[src/rtl/uart_pkg.sv]
// Shared types and constants for the buffered UART transmitter.
// Holds the frame FSM encoding, line-option encodings and the parity helper.
package uart_pkg;

  typedef enum logic [2:0] {
    IDLE   = 3'd0,
    START  = 3'd1,
    DATA   = 3'd2,
    PARITY = 3'd3,
    STOP   = 3'd4
  } tx_state_t;

  localparam logic PARITY_EVEN = 1'b0;
  localparam logic PARITY_ODD  = 1'b1;
  localparam logic STOP_ONE    = 1'b0;
  localparam logic STOP_TWO    = 1'b1;

  // Callers zero-extend narrower words, which leaves the XOR unchanged.
  function automatic logic parity_calc(input logic [8:0] data, input logic odd);
    return (^data) ^ odd;
  endfunction

endpackage

[src/rtl/uart_sync_fifo.sv]
// Single-clock FIFO with occupancy count; full is judged before any same-cycle pop.
module uart_sync_fifo #(
  parameter int WIDTH = 8,
  parameter int DEPTH = 16
) (
  input  logic                     clk,
  input  logic                     rst,
  input  logic                     push,
  input  logic                     pop,
  input  logic [WIDTH-1:0]         din,
  output logic [WIDTH-1:0]         dout,
  output logic                     full,
  output logic                     empty,
  output logic [$clog2(DEPTH):0]   count
);

  localparam int AW = $clog2(DEPTH);

  logic [WIDTH-1:0] mem [DEPTH];
  logic [AW-1:0]    wr_ptr;
  logic [AW-1:0]    rd_ptr;
  logic             push_ok;
  logic             pop_ok;

  assign full    = (count == (AW+1)'(DEPTH));
  assign empty   = (count == {(AW+1){1'b0}});
  assign push_ok = push && !full;
  assign pop_ok  = pop && !empty;
  assign dout    = mem[rd_ptr];

  // Pointer and occupancy tracking; power-of-two depth makes the wrap implicit.
  always_ff @(posedge clk) begin
    if (!rst) begin
      wr_ptr <= {AW{1'b0}};
      rd_ptr <= {AW{1'b0}};
      count  <= {(AW+1){1'b0}};
    end else begin
      if (push_ok) begin
        wr_ptr <= wr_ptr + AW'(1);
      end
      if (pop_ok) begin
        rd_ptr <= rd_ptr + AW'(1);
      end
      count <= count + (AW+1)'(push_ok) - (AW+1)'(pop_ok);
    end
  end

  // Storage array.
  always_ff @(posedge clk) begin
    if (rst && push_ok) begin
      mem[wr_ptr] <= din;
    end
  end

endmodule

[src/rtl/uart_tx_fifo.sv]
// Buffered UART transmitter: queued words are serialised with optional parity
// and one or two stop bits, back-to-back while the queue holds data.
module uart_tx_fifo
  import uart_pkg::*;
#(
  parameter int Data_length  = 8,
  parameter int FIFO_DEPTH   = 16,
  parameter int CLKS_PER_BIT = 868
) (
  input  logic                         clk,
  input  logic                         rst,
  input  logic [Data_length-1:0]       parallel_datain,
  input  logic                         send,
  input  logic                         parity_en,
  input  logic                         parity_type,
  input  logic                         stop_bits,
  output logic                         tx_serialout,
  output logic                         tx_done,
  output logic                         fifo_full,
  output logic                         fifo_empty,
  output logic [$clog2(FIFO_DEPTH):0]  fifo_count,
  output logic                         overflow
);

  localparam int CNT_W = $clog2(CLKS_PER_BIT);
  localparam int IDX_W = $clog2(Data_length);
  localparam logic [CNT_W-1:0] BAUD_LAST = CNT_W'(CLKS_PER_BIT - 1);
  localparam logic [3:0]       DATA_LAST = 4'(Data_length - 1);

  tx_state_t              state;
  tx_state_t              state_next;
  logic [CNT_W-1:0]       baud_cnt;
  logic [CNT_W-1:0]       baud_next;
  logic [3:0]             bit_idx;
  logic [3:0]             bit_next;
  logic [Data_length-1:0] data_q;
  logic [Data_length-1:0] fifo_dout;
  logic                   par_en_q;
  logic                   parity_q;
  logic                   stop2_q;
  logic                   pop;
  logic                   baud_end;
  logic                   line_next;
  logic                   done_next;

  uart_sync_fifo #(
    .WIDTH (Data_length),
    .DEPTH (FIFO_DEPTH)
  ) u_fifo (
    .clk   (clk),
    .rst   (rst),
    .push  (send),
    .pop   (pop),
    .din   (parallel_datain),
    .dout  (fifo_dout),
    .full  (fifo_full),
    .empty (fifo_empty),
    .count (fifo_count)
  );

  assign baud_end = (baud_cnt == BAUD_LAST);

  // State register plus frame context captured at pop time.
  always_ff @(posedge clk) begin
    if (!rst) begin
      state        <= IDLE;
      baud_cnt     <= {CNT_W{1'b0}};
      bit_idx      <= 4'd0;
      data_q       <= {Data_length{1'b0}};
      par_en_q     <= 1'b0;
      parity_q     <= 1'b0;
      stop2_q      <= STOP_ONE;
      tx_serialout <= 1'b1;
      tx_done      <= 1'b0;
    end else begin
      state        <= state_next;
      baud_cnt     <= baud_next;
      bit_idx      <= bit_next;
      tx_serialout <= line_next;
      tx_done      <= done_next;
      if (pop) begin
        data_q   <= fifo_dout;
        par_en_q <= parity_en;
        parity_q <= parity_calc(9'(fifo_dout), parity_type);
        stop2_q  <= stop_bits;
      end
    end
  end

  // Next-state logic; bit_idx counts data bits in DATA and stop bits in STOP.
  always_comb begin
    state_next = state;
    baud_next  = baud_cnt;
    bit_next   = bit_idx;
    pop        = 1'b0;
    case (state)
      IDLE: begin
        if (!fifo_empty) begin
          pop        = 1'b1;
          state_next = START;
          baud_next  = {CNT_W{1'b0}};
          bit_next   = 4'd0;
        end else begin
          baud_next  = {CNT_W{1'b0}};
        end
      end
      START, PARITY: begin
        if (baud_end) begin
          state_next = (state == START) ? DATA : STOP;
          baud_next  = {CNT_W{1'b0}};
          bit_next   = 4'd0;
        end else begin
          baud_next  = baud_cnt + CNT_W'(1);
        end
      end
      DATA: begin
        if (baud_end && (bit_idx == DATA_LAST)) begin
          state_next = par_en_q ? PARITY : STOP;
          baud_next  = {CNT_W{1'b0}};
          bit_next   = 4'd0;
        end else if (baud_end) begin
          baud_next  = {CNT_W{1'b0}};
          bit_next   = bit_idx + 4'd1;
        end else begin
          baud_next  = baud_cnt + CNT_W'(1);
        end
      end
      STOP: begin
        if (baud_end && (bit_idx == {3'b000, stop2_q})) begin
          pop        = !fifo_empty;
          state_next = fifo_empty ? IDLE : START;
          baud_next  = {CNT_W{1'b0}};
          bit_next   = 4'd0;
        end else if (baud_end) begin
          baud_next  = {CNT_W{1'b0}};
          bit_next   = bit_idx + 4'd1;
        end else begin
          baud_next  = baud_cnt + CNT_W'(1);
        end
      end
      default: begin
        state_next = IDLE;
        baud_next  = {CNT_W{1'b0}};
        bit_next   = 4'd0;
      end
    endcase
  end

  // Output decode from the upcoming state so the line and done pulse are registered.
  always_comb begin
    line_next = 1'b1;
    done_next = 1'b0;
    case (state_next)
      IDLE:    line_next = 1'b1;
      START:   line_next = 1'b0;
      DATA:    line_next = data_q[bit_next[IDX_W-1:0]];
      PARITY:  line_next = parity_q;
      STOP: begin
        line_next = 1'b1;
        done_next = (baud_next == BAUD_LAST) && (bit_next == {3'b000, stop2_q});
      end
      default: line_next = 1'b1;
    endcase
  end

  // Sticky record of any write refused because the queue was full.
  always_ff @(posedge clk) begin
    if (!rst) begin
      overflow <= 1'b0;
    end else if (send && fifo_full) begin
      overflow <= 1'b1;
    end else begin
      overflow <= overflow;
    end
  end

endmodule

[config.mk]
export PLATFORM = sky130hd
export DESIGN_NAME = uart_tx_fifo
export DESIGN_NICKNAME = d
export VERILOG_FILES = /design/src/rtl/uart_pkg.sv /design/src/rtl/uart_sync_fifo.sv /design/src/rtl/uart_tx_fifo.sv
export SDC_FILE = /design/constraint.sdc
export NUM_CORES = 1
export LEC_CHECK = 0
export BUFFER_PORTS_ARGS = -buffer_cell sky130_fd_sc_hd__buf_2
export CELL_PAD_IN_SITES_DETAIL_PLACEMENT = 2
export CELL_PAD_IN_SITES_GLOBAL_PLACEMENT = 2
export CORE_ASPECT_RATIO = 0.7
export CORE_MARGIN = 2
export CORE_UTILIZATION = 44
export CTS_BUF_LIST = sky130_fd_sc_hd__clkbuf_4 sky130_fd_sc_hd__clkbuf_8
export CTS_CLUSTER_SIZE = 20
export DETAILED_ROUTE_END_ITERATION = 7
export GPL_ROUTABILITY_DRIVEN = 0
export PLACE_DENSITY = 0.75
export SLEW_MARGIN = 20
export SYNTH_ARGS = -nofsm -noshare
export SYNTH_HDL_FRONTEND = slang
export SYNTH_SLANG_ARGS = --single-unit
[constraint.sdc]
create_clock -name clk -period 10.5 [get_ports clk]
set_input_delay 3.15 -clock clk [delete_from_list [all_inputs] [get_ports clk]]
set_output_delay 3.15 -clock clk [all_outputs]
set_load 0.02 [all_outputs]
# After elaboration in Yosys (flattened, before gate mapping)
# Memories as Yosys holds them, arrays and structs flattened. A register that Yosys moved wholly into a read port is not among the register bits.
# Cells that the tools add are included.
[word_totals]
elab_cells = 78
rom_bits = 0
input_bits = 14
reg_bits = 44
latchBits = 0
mem_bits_rw = 128
mem_count = 1
out_inout_bits = 10
[memory_table]
columns = ["name", "words", "width", "rd", "rd_ports_with_merged_regs", "write_ports", "line", "source"]
rows = [
  ["u_fifo.mem", 16, 8, 1, 1, 1, "uart_sync_fifo.sv:19", "logic [WIDTH-1:0] mem [DEPTH];"],
]
[op_classes]
bitwise = 1
div = 0
multipliers = 0
order_cmp = 1
n_eq_ne = 14
n_mux = 28
shift = 0
add_sub_neg = 6
reduce_logical = 14
[op_table]
columns = ["cell", "n"]
rows = [
  ["10-bit two-way mux", 3],
  ["10-bit one-hot mux with 3 select lines", 1],
  ["4-bit two-way mux", 7],
  ["10-bit == test, second input constant", 2],
  ["3-bit two-way mux", 6],
  ["4-bit one-hot mux with 4 select lines", 1],
  ["4-bit by 1-bit adder with 4-bit output, second input constant", 3],
  ["3-bit by 2-bit == test with 1-bit output, second input constant", 4],
  ["3-bit one-hot mux with 4 select lines", 1],
  ["10-bit by 1-bit adder with 10-bit output, second input constant", 1],
  ["9-bit parity", 1],
  ["4-bit by 1-bit == test with 1-bit output", 2],
  ["1-bit logical AND", 7],
  ["3-bit by 1-bit == test with 1-bit output, second input constant", 2],
  ["3-bit == test, second input constant", 2],
  ["1-bit two-way mux", 6],
  ["5-bit by 1-bit adder with 5-bit output", 1],
  ["5-bit == test, second input constant", 1],
  ["5-bit logical NOT", 1],
  ["5-bit by 1-bit subtractor with 5-bit output", 1],
  ["4-bit by 3-bit == test with 1-bit output, second input constant", 1],
  ["3-bit by 4-bit < comparator with 1-bit output, second input constant", 1],
  ["1-bit binary-select mux with 3-bit select", 1],
  ["3-bit logical NOT", 1],
  ["6 further kinds", 7],
]

# Logic depth before layout (Yosys ltp)
# Gate-level depths: netlist of the first run.
[depth]
depth_word = 7
mapped_depth = 15
mapped_depth_nobuf = 14

# Hierarchy
# Synthesis of the first run repeated with hierarchy kept, for this count alone.
[hier_totals]
cells_unflattened = 511
area_unflattened_um2 = 7526.0
[modules_own_cells]
columns = ["mod", "seq_area_each_um2", "n_inst", "cells_each", "area_per_inst_um2"]
rows = [
  ["uart_sync_fifo", 4184.0, 1, 304, 5823.1],
  ["uart_tx_fifo", 620.6, 1, 207, 1702.9],
]

# Least setup slack after synthesis of the first run
# OpenSTA, ideal clock, no wires.
[synth_timing]
path_kind = "input to register"
startpoint = "input port send"
endpoint = "register u_fifo.count[4]"
stages = 8
path_buffers = 1
path_slack_ps = 5636
t_required_ps = 10384
setup_ps = 116
t_arrival_ps = 4748
cell_sequence = "nor2b_1 clkbuf_1 ha_1 fa_1 a21oi_1 nor2_1 or3_1 and3_1"
[synth_via]
elab_chain_cells = 3
[synth_lines]
columns = ["item", "line", "source"]
rows = [
  ["from (decl)", "uart_tx_fifo.sv:13", "input logic send,"],
  ["1-bit logical AND", "uart_sync_fifo.sv:27", "assign push_ok = push && !full;"],
  ["named net u_fifo.push_ok", "uart_sync_fifo.sv:22", "logic push_ok;"],
  ["5-bit by 1-bit adder with 5-bit output", "uart_sync_fifo.sv:44", "count <= count + (AW+1)'(push_ok) - (AW+1)'(pop_ok);"],
  ["5-bit by 1-bit subtractor with 5-bit output", "uart_sync_fifo.sv:44", ""],
  ["to (signal assigned)", "uart_sync_fifo.sv:36", "count <= {(AW+1){1'b0}};"],
  ["to (signal assigned)", "uart_sync_fifo.sv:44", ""],
  ["to (decl)", "uart_sync_fifo.sv:14", "output logic [$clog2(DEPTH):0] count"],
]
# The timed path passes the listed nets, and every way through them passes these cells.
# A chain may end at the register's enable or synchronous reset.

# Final worst setup path of the first run
[layout_timing]
startpoint = "input port send"
endpoint = "memory u_fifo.mem[3][0] (enable)"
[layout_via]
elab_chain_cells = 4
[layout_lines]
columns = ["item", "line", "source"]
rows = [
  ["1-bit logical AND", "uart_sync_fifo.sv:27", ""],
  ["1-bit logical AND", "uart_sync_fifo.sv:50", "if (rst && push_ok) begin"],
  ["1-bit two-way mux", "uart_sync_fifo.sv:50", ""],
  ["1-bit two-way mux (implied by the code)", "uart_sync_fifo.sv:51", "mem[wr_ptr] <= din;"],
  ["to (decl)", "uart_sync_fifo.sv:19", ""],
]
# Every way passes these cells.

==> impl_metrics.py, run 1 <==
metrics = {
    "die": {
        "rows": 39,
        "die_area_um2": 17900,
        "num_io_pins": 24,
        "chipWidth_um": 159,
        "core_area_um2": 16400,
        "start_util": 0.452,
        "dieHeight_um": 113,
    },
    "detailed_routing": {
        "wirelength_mm": 21.0,
        "ant_nets": 0,
        "drt_first_pass_iters": 5,
        "avgRoutedWirePerCell_um": 27.8,
        "met1_length_mm": 10.1,
        "drtIter0Drc": 368,
        "wl_met2_mm": 9.50,
        "num_vias": 4478,
        "top_layer_used": "met4",
        "via_per_inst": 5.93,
        "met3_length_mm": 1.06,
        "remaining_drc_errors": 0,
    },
    "cells_and_area": {
        "n_fill_cell": 1577,
        "fin_nets": 546,
        "n_antenna_cell": 0,
        "syn_to_final_growth_pct": 9.79,
        "final_util": 0.496,
        "multi_input_area_um2": 2460,
        "layout-drive-gt1-share": 0.198,
        "finalInstanceArea_um2": 8130,
        "ff_latch_area_um2": 4810,
    },
    "min_path": {
        "hp-class": "register to register",
    },
    "sta": {
        "worst_slack_ps": 5550,
        "min_period_ps": 4950,
        "rsz0062_at_grt": "no",
        "finalHoldViolations": 0,
        "tns_ps": 0,
        "maxSlewHeadroom": 0.336,
        "fmax_mhz": 202,
        "finalMaxSlewViolations": 0,
        "finalSetupViolations": 0,
        "worstMarginPinSlew_ps": 992,
        "period_share": 0.471,
        "finClkSkew_ps": 14.4,
    },
    "clocking": {
        "clockBufferDepth": 2,
        "clock_sinks": 176,
        "clkLatencyLatePin_ps": 470,
        "postCtsSetupRepairBufs": 0,
        "clk_pin_slew_worst_paths_ps": 100,
        "cts_hold_buf": 0,
        "cts_tree": "built",
        "cts-resized-gates": 0,
        "cts_made_buffers": 17,
        "cts-root-buf": "clkbuf_8",
        "htreeDepth": 4,
    },
    "global_route": {
        "gr-total-overflow": 0,
        "grt_pass1_vias": 4796,
        "antenna_found_initial": 0,
        "grt_max_degree": 41,
        "grt_pass1_wl_mm": 31.9,
        "grt_usage": 0.250,
    },
    "synthesis": {
        "synth_warnings": 0,
        "synth_top_area_frac": 0.519,
        "netlist_instances": 490,
        "yosysTopAreaCell": "edfxtp_1",
        "synth_cell_types": 60,
        "synth_edf_count": 128,
        "synth.area.top_cells": "edfxtp_1, dfxtp_1, mux4_2",
        "synth_common_cells": "edfxtp_1, dfxtp_1, nand2_1",
        "syn_area_um2": 7400,
        "synth.avg_cell_area_um2": 15.1,
        "syn-num-nets": 519,
        "ys_ff_latch": 176,
        "async_reset_ff_frac": 0,
        "synthFlopType": "edfxtp_1",
        "seq_area_frac_synth": 0.649,
        "yosysMostFrequentCell": "edfxtp_1",
    },
    "worst_setup_path": {
        "critPathTopFamily": "simple AND/OR/NAND/NOR gates",
        "arrival_ps": 5060,
        "startpoint_type": "input port",
        "cp_num_buf_inv": 1,
        "critPathKind": "input port to register",
        "cp.required_ps": 10610,
        "slowest_delay_ps": 790,
        "cp-end-kind": "register",
        "crit_chain": "buf_2 > nor2b_1 > nand2_1 > nor2_1",
        "path_max_fanout": 8,
        "crit_slowest_cell": "nor2_1",
    },
    "power": {
        "powerDensity_nw_per_um2": 229,
        "irDropWorstVdd_uv": 98.9,
        "p_leak_nw": 2.67,
        "total_power_w": 0.00186,
    },
    "placement": {
        "hpwl_mm": 14.4,
        "dp_slack_ps": 5060,
        "io_buffers": 23,
        "placed_area_um2": 7740,
    },
    "status": {
        "status": "complete, no violations",
    },
    "job": {
        "maxCapViolations": 0,
    },
}
-- sequential cells by signal, summed over array words and instances, names as in the netlist, named ones only --
register	count
u_fifo.mem	128
baud_cnt	10
data_q	8
u_fifo.count	5
bit_idx	4
u_fifo.rd_ptr	4
u_fifo.wr_ptr	4
state	3
overflow	1
par_en_q	1
parity_q	1
stop2_q	1
tx_done	1
tx_serialout	1
-- path summary, 6_finish.rpt --
| path | slack (ps) | to | cells after the start | from |
|---|---|---|---|---|
| max | 5550 | u_fifo.mem[3][0] | 4 | send |
| min | 470 | data_q[1] | 2 | data_q[1] |
| max reg2reg | 5790 | u_fifo.count[4] | 14 | baud_cnt[0] |
| min reg2reg | 470 | data_q[1] | 2 | data_q[1] |
-- worst reg2reg max path, cell delays in order (launching register included) --
cell,delay [ps]
dfxtp_1,430
ha_1,340
nand4b_1,220
nor3_4,530
nand2_1,160
a2111o_1,690
inv_1,610
ha_1,230
inv_1,50
ha_1,200
fa_1,420
a21oi_1,160
nor2_1,70
or3_1,330
and3_1,180
-- cell type report --
cell class	count	share of cell area
flip-flops and latches	176	0.591
multi-input cells	282	0.303
well taps	225	0.0346
clock buffers	18	0.0297
clock inverters	14	0.0174
repair buffers	26	0.0169
inverters	14	0.00677
-- per-stage QoR --
stage	cells	hold WS, ps
2_1_floorplan	490	439
3_3_place_gp	723	458
3_5_place_dp	723	472
4_1_cts	755	484
5_1_grt	755	512
6_report	755	473
-- metal layers --
layer | global-route usage | vias to the layer above
met5 | 0 | -
met4 | 0.0788 | 0
met3 | 0.0466 | 32
met2 | 0.382 | 177
met1 | 0.365 | 2356
li1 | - | 1913
-- where the power goes --
part           leakage [nW]  switching [W]  internal (W)  total, W
clock                 0.197       0.000261      0.000214  0.000475
combinational         0.931       0.000316      0.000244  0.000560
sequential             1.55      0.0000381      0.000791  0.000829
total                  2.67       0.000615       0.00125   0.00186
-- cells in the final DEF, fill, tap and decap left out, drive strengths merged, types with 10 or more instances in the layout --
cell type	n
edfxtp	128
dfxtp	48
nand2	42
mux4	36
nor2	35
buf	26
clkbuf	18
and2	16
inv	16
xnor2	15
ha	14
nor2b	13
nand3	11
xor2	10
a21oi	10
-- cells by family (layout without fill, tap and decap cells) --
kind of cell | Yosys count | after routing | share of synthesized area
xor gates and xnor gates | 26 | 26 | 0.0326
AOI/OAI and AO/OA | 58 | 58 | 0.0590
and+or+nand+nor | 140 | 140 | 0.0958
buffers and inverters | 32 | 72 | 0.0181
muxes | 43 | 43 | 0.119
DFF | 176 | 176 | 0.649
adders and majority gates | 15 | 15 | 0.0264
No activity file was read; power rests on OpenSTA's default activity.
==> run 2: changes to the inputs <==
--- a/config.mk
+++ b/config.mk
@@ -10,12 +10,12 @@
 export CELL_PAD_IN_SITES_GLOBAL_PLACEMENT = 2
 export CORE_ASPECT_RATIO = 0.7
 export CORE_MARGIN = 2
-export CORE_UTILIZATION = 44
+export CORE_UTILIZATION = 43
 export CTS_BUF_LIST = sky130_fd_sc_hd__clkbuf_4 sky130_fd_sc_hd__clkbuf_8
 export CTS_CLUSTER_SIZE = 20
 export DETAILED_ROUTE_END_ITERATION = 7
 export GPL_ROUTABILITY_DRIVEN = 0
-export PLACE_DENSITY = 0.75
+export PLACE_DENSITY = 0.76
 export SLEW_MARGIN = 20
 export SYNTH_ARGS = -nofsm -noshare
 export SYNTH_HDL_FRONTEND = slang
==> constraint.sdc (replaced) <==
create_clock -name clk -period 4.3 [get_ports clk]
set_input_delay 1.29 -clock clk [delete_from_list [all_inputs] [get_ports clk]]
set_output_delay 1.29 -clock clk [all_outputs]
set_load 0.02 [all_outputs]
==> run 2 against run 1 <==
Effect of this change:
- sequential share of layout area down 1.1 points
- clock-buffer cell count decreased by 1
- sequential cell count stayed put
- critical path type is now register to register
==> impl_metrics.py, run 2 (synthesis results as in run 1) <==
metrics = {
    "cells_and_area": {
        "stdcell_count": 779,
        "ff_latch_area_um2": 4810,
        "syn_to_final_growth_pct": 11.8,
        "multi_input_area_um2": 2460,
        "n_fill_cell": 1641,
        "layout-drive-gt1-share": 0.221,
        "top_register": "u_fifo.mem",
        "layout_commonest_cell": "edfxtp_1",
        "n_antenna_cell": 0,
        "final_cell_mix": "edfxtp_1, dfxtp_1, nand2_1, mux4_2, nor2_1",
        "fin_nets": 565,
        "largestRegisters": "u_fifo.mem (128), baud_cnt (10), data_q (8)",
        "largest_reg_flops": 128,
    },
    "detailed_routing": {
        "drtIter0Drc": 343,
        "num_vias": 4433,
        "wirelength_mm": 20.6,
        "ant_nets": 0,
        "remaining_drc_errors": 0,
        "via_per_inst": 5.69,
        "avgRoutedWirePerCell_um": 26.4,
        "drt_first_pass_iters": 4,
    },
    "die": {
        "die_area_um2": 18300,
        "dieHeight_um": 114,
        "core_area_um2": 17000,
        "chipWidth_um": 161,
        "start_util": 0.435,
        "num_io_pins": 24,
        "rows": 40,
    },
    "worst_setup_path": {
        "crit_slowest_cell": "nor3_4",
        "path_max_fanout": 10,
        "arrival_ps": 4280,
        "crit_top_cell": "ha_1",
        "cp.required_ps": 4670,
        "startpoint_type": "register",
        "slowest_delay_ps": 520,
        "cp-end-kind": "register",
        "critPathKind": "register to register",
        "cp_num_buf_inv": 2,
        "crit_chain": "ha_1 > nand4b_1 > nor3_4 > nand2_1 > a2111o_1 > inv_1 > ha_1 > inv_1 > ha_1 > fa_1 > a21oi_1 > nor2_1 > or3_1 > and3_1",
        "critPathTopFamily": "simple AND/OR/NAND/NOR gates",
    },
    "job": {
        "maxCapViolations": 0,
    },
    "clocking": {
        "clk_pin_slew_worst_paths_ps": 80,
        "cts_hold_buf": 0,
        "cts_made_buffers": 17,
        "clkLatencyLatePin_ps": 480,
        "cts-root-buf": "clkbuf_8",
        "postCtsSetupRepairBufs": 0,
        "htreeDepth": 4,
        "clock_sinks": 176,
        "cts_tree": "built",
        "cts-resized-gates": 0,
        "clockBufferDepth": 2,
    },
    "global_route": {
        "antenna_found_initial": 0,
        "grt_max_degree": 35,
        "grt_usage": 0.241,
        "grt_pass1_wl_mm": 31.4,
        "gr-total-overflow": 0,
        "grt_pass1_vias": 4919,
    },
    "sta": {
        "finalSetupViolations": 0,
        "tns_ps": 0,
        "finalHoldViolations": 0,
        "period_share": 0.910,
        "finalMaxSlewViolations": 0,
        "min_period_ps": 3910,
        "worst_slack_ps": 388,
        "maxSlewHeadroom": 0.394,
        "finClkSkew_ps": 15.5,
        "rsz0062_at_grt": "no",
        "fmax_mhz": 256,
        "worstMarginPinSlew_ps": 907,
    },
    "placement": {
        "dp_slack_ps": 478,
        "placedCellCount": 748,
        "hpwl_mm": 14.0,
        "io_buffers": 23,
    },
    "min_path": {
        "hp-class": "register to register",
    },
    "power": {
        "irDropWorstVdd_uv": 231,
        "p_leak_nw": 2.77,
        "total_power_w": 0.00462,
        "combPwrFrac": 0.291,
        "powerDensity_nw_per_um2": 558,
        "p_sw_w": 0.00150,
        "sw_frac_of_total": 0.324,
        "internal-power_w": 0.00312,
        "clkPwrFrac": 0.255,
        "seq_power_share": 0.454,
    },
    "status": {
        "status": "complete, no violations",
    },
}
[run 2: area by class of cell]
cell class,count,area share
timing repair buffer,45,0.0339
clock inverter,14,0.0180
sequential,176,0.581
tap,231,0.0349
multi-input combinational,282,0.298
inverter,14,0.00665
clock buffer,17,0.0283
[run 2: final timing paths]
path / to / cells after the start / start / slack, ps
setup reg to reg: u_fifo.count[4] / 14 / baud_cnt[0] / 390
hold / removal: data_q[0] / 2 / data_q[0] / 480
hold reg to reg: data_q[0] / 2 / data_q[0] / 480
setup / recovery: u_fifo.count[4] / 14 / baud_cnt[0] / 390
[run 2: tightest hold or removal path: stages (launching register included)]
cell and delay (ps):
dfxtp_1 320, nand2_1 50, a21boi_0 70
[run 2: stage by stage]
| stage | hold WS [ps] | area (µm²) | utilization |
|---|---|---|---|
| 2_1_floorplan | 439 | 7400 | - |
| 3_3_place_gp | 453 | 7900 | 0.464 |
| 3_5_place_dp | 470 | 7900 | 0.464 |
| 4_1_cts | 482 | 8280 | 0.486 |
| 5_1_grt | 502 | 8280 | 0.486 |
| 6_report | 479 | 8280 | 0.486 |
[run 2: power by group through the flow]
stage | combinational [W] | sequential [W] | clock [W]
finish | 0.00134 | 0.00210 | 0.00118
global route | 0.00146 | 0.00212 | 0.00126
CTS | 0.00136 | 0.00210 | 0.00119
detailed placement | 0.00132 | 0.00214 | 0
global placement | 0.00123 | 0.00212 | 0
floorplan | 0.000940 | 0.00206 | 0
[run 2: layer usage]
layer / vias up / global-route usage / share of wire
met5: - / 0 / 0
met4: 0 / 0.0887 / 0.019
met3: 30 / 0.0524 / 0.058
met2: 136 / 0.393 / 0.50
met1: 2324 / 0.324 / 0.43
li1: 1943 / - / -
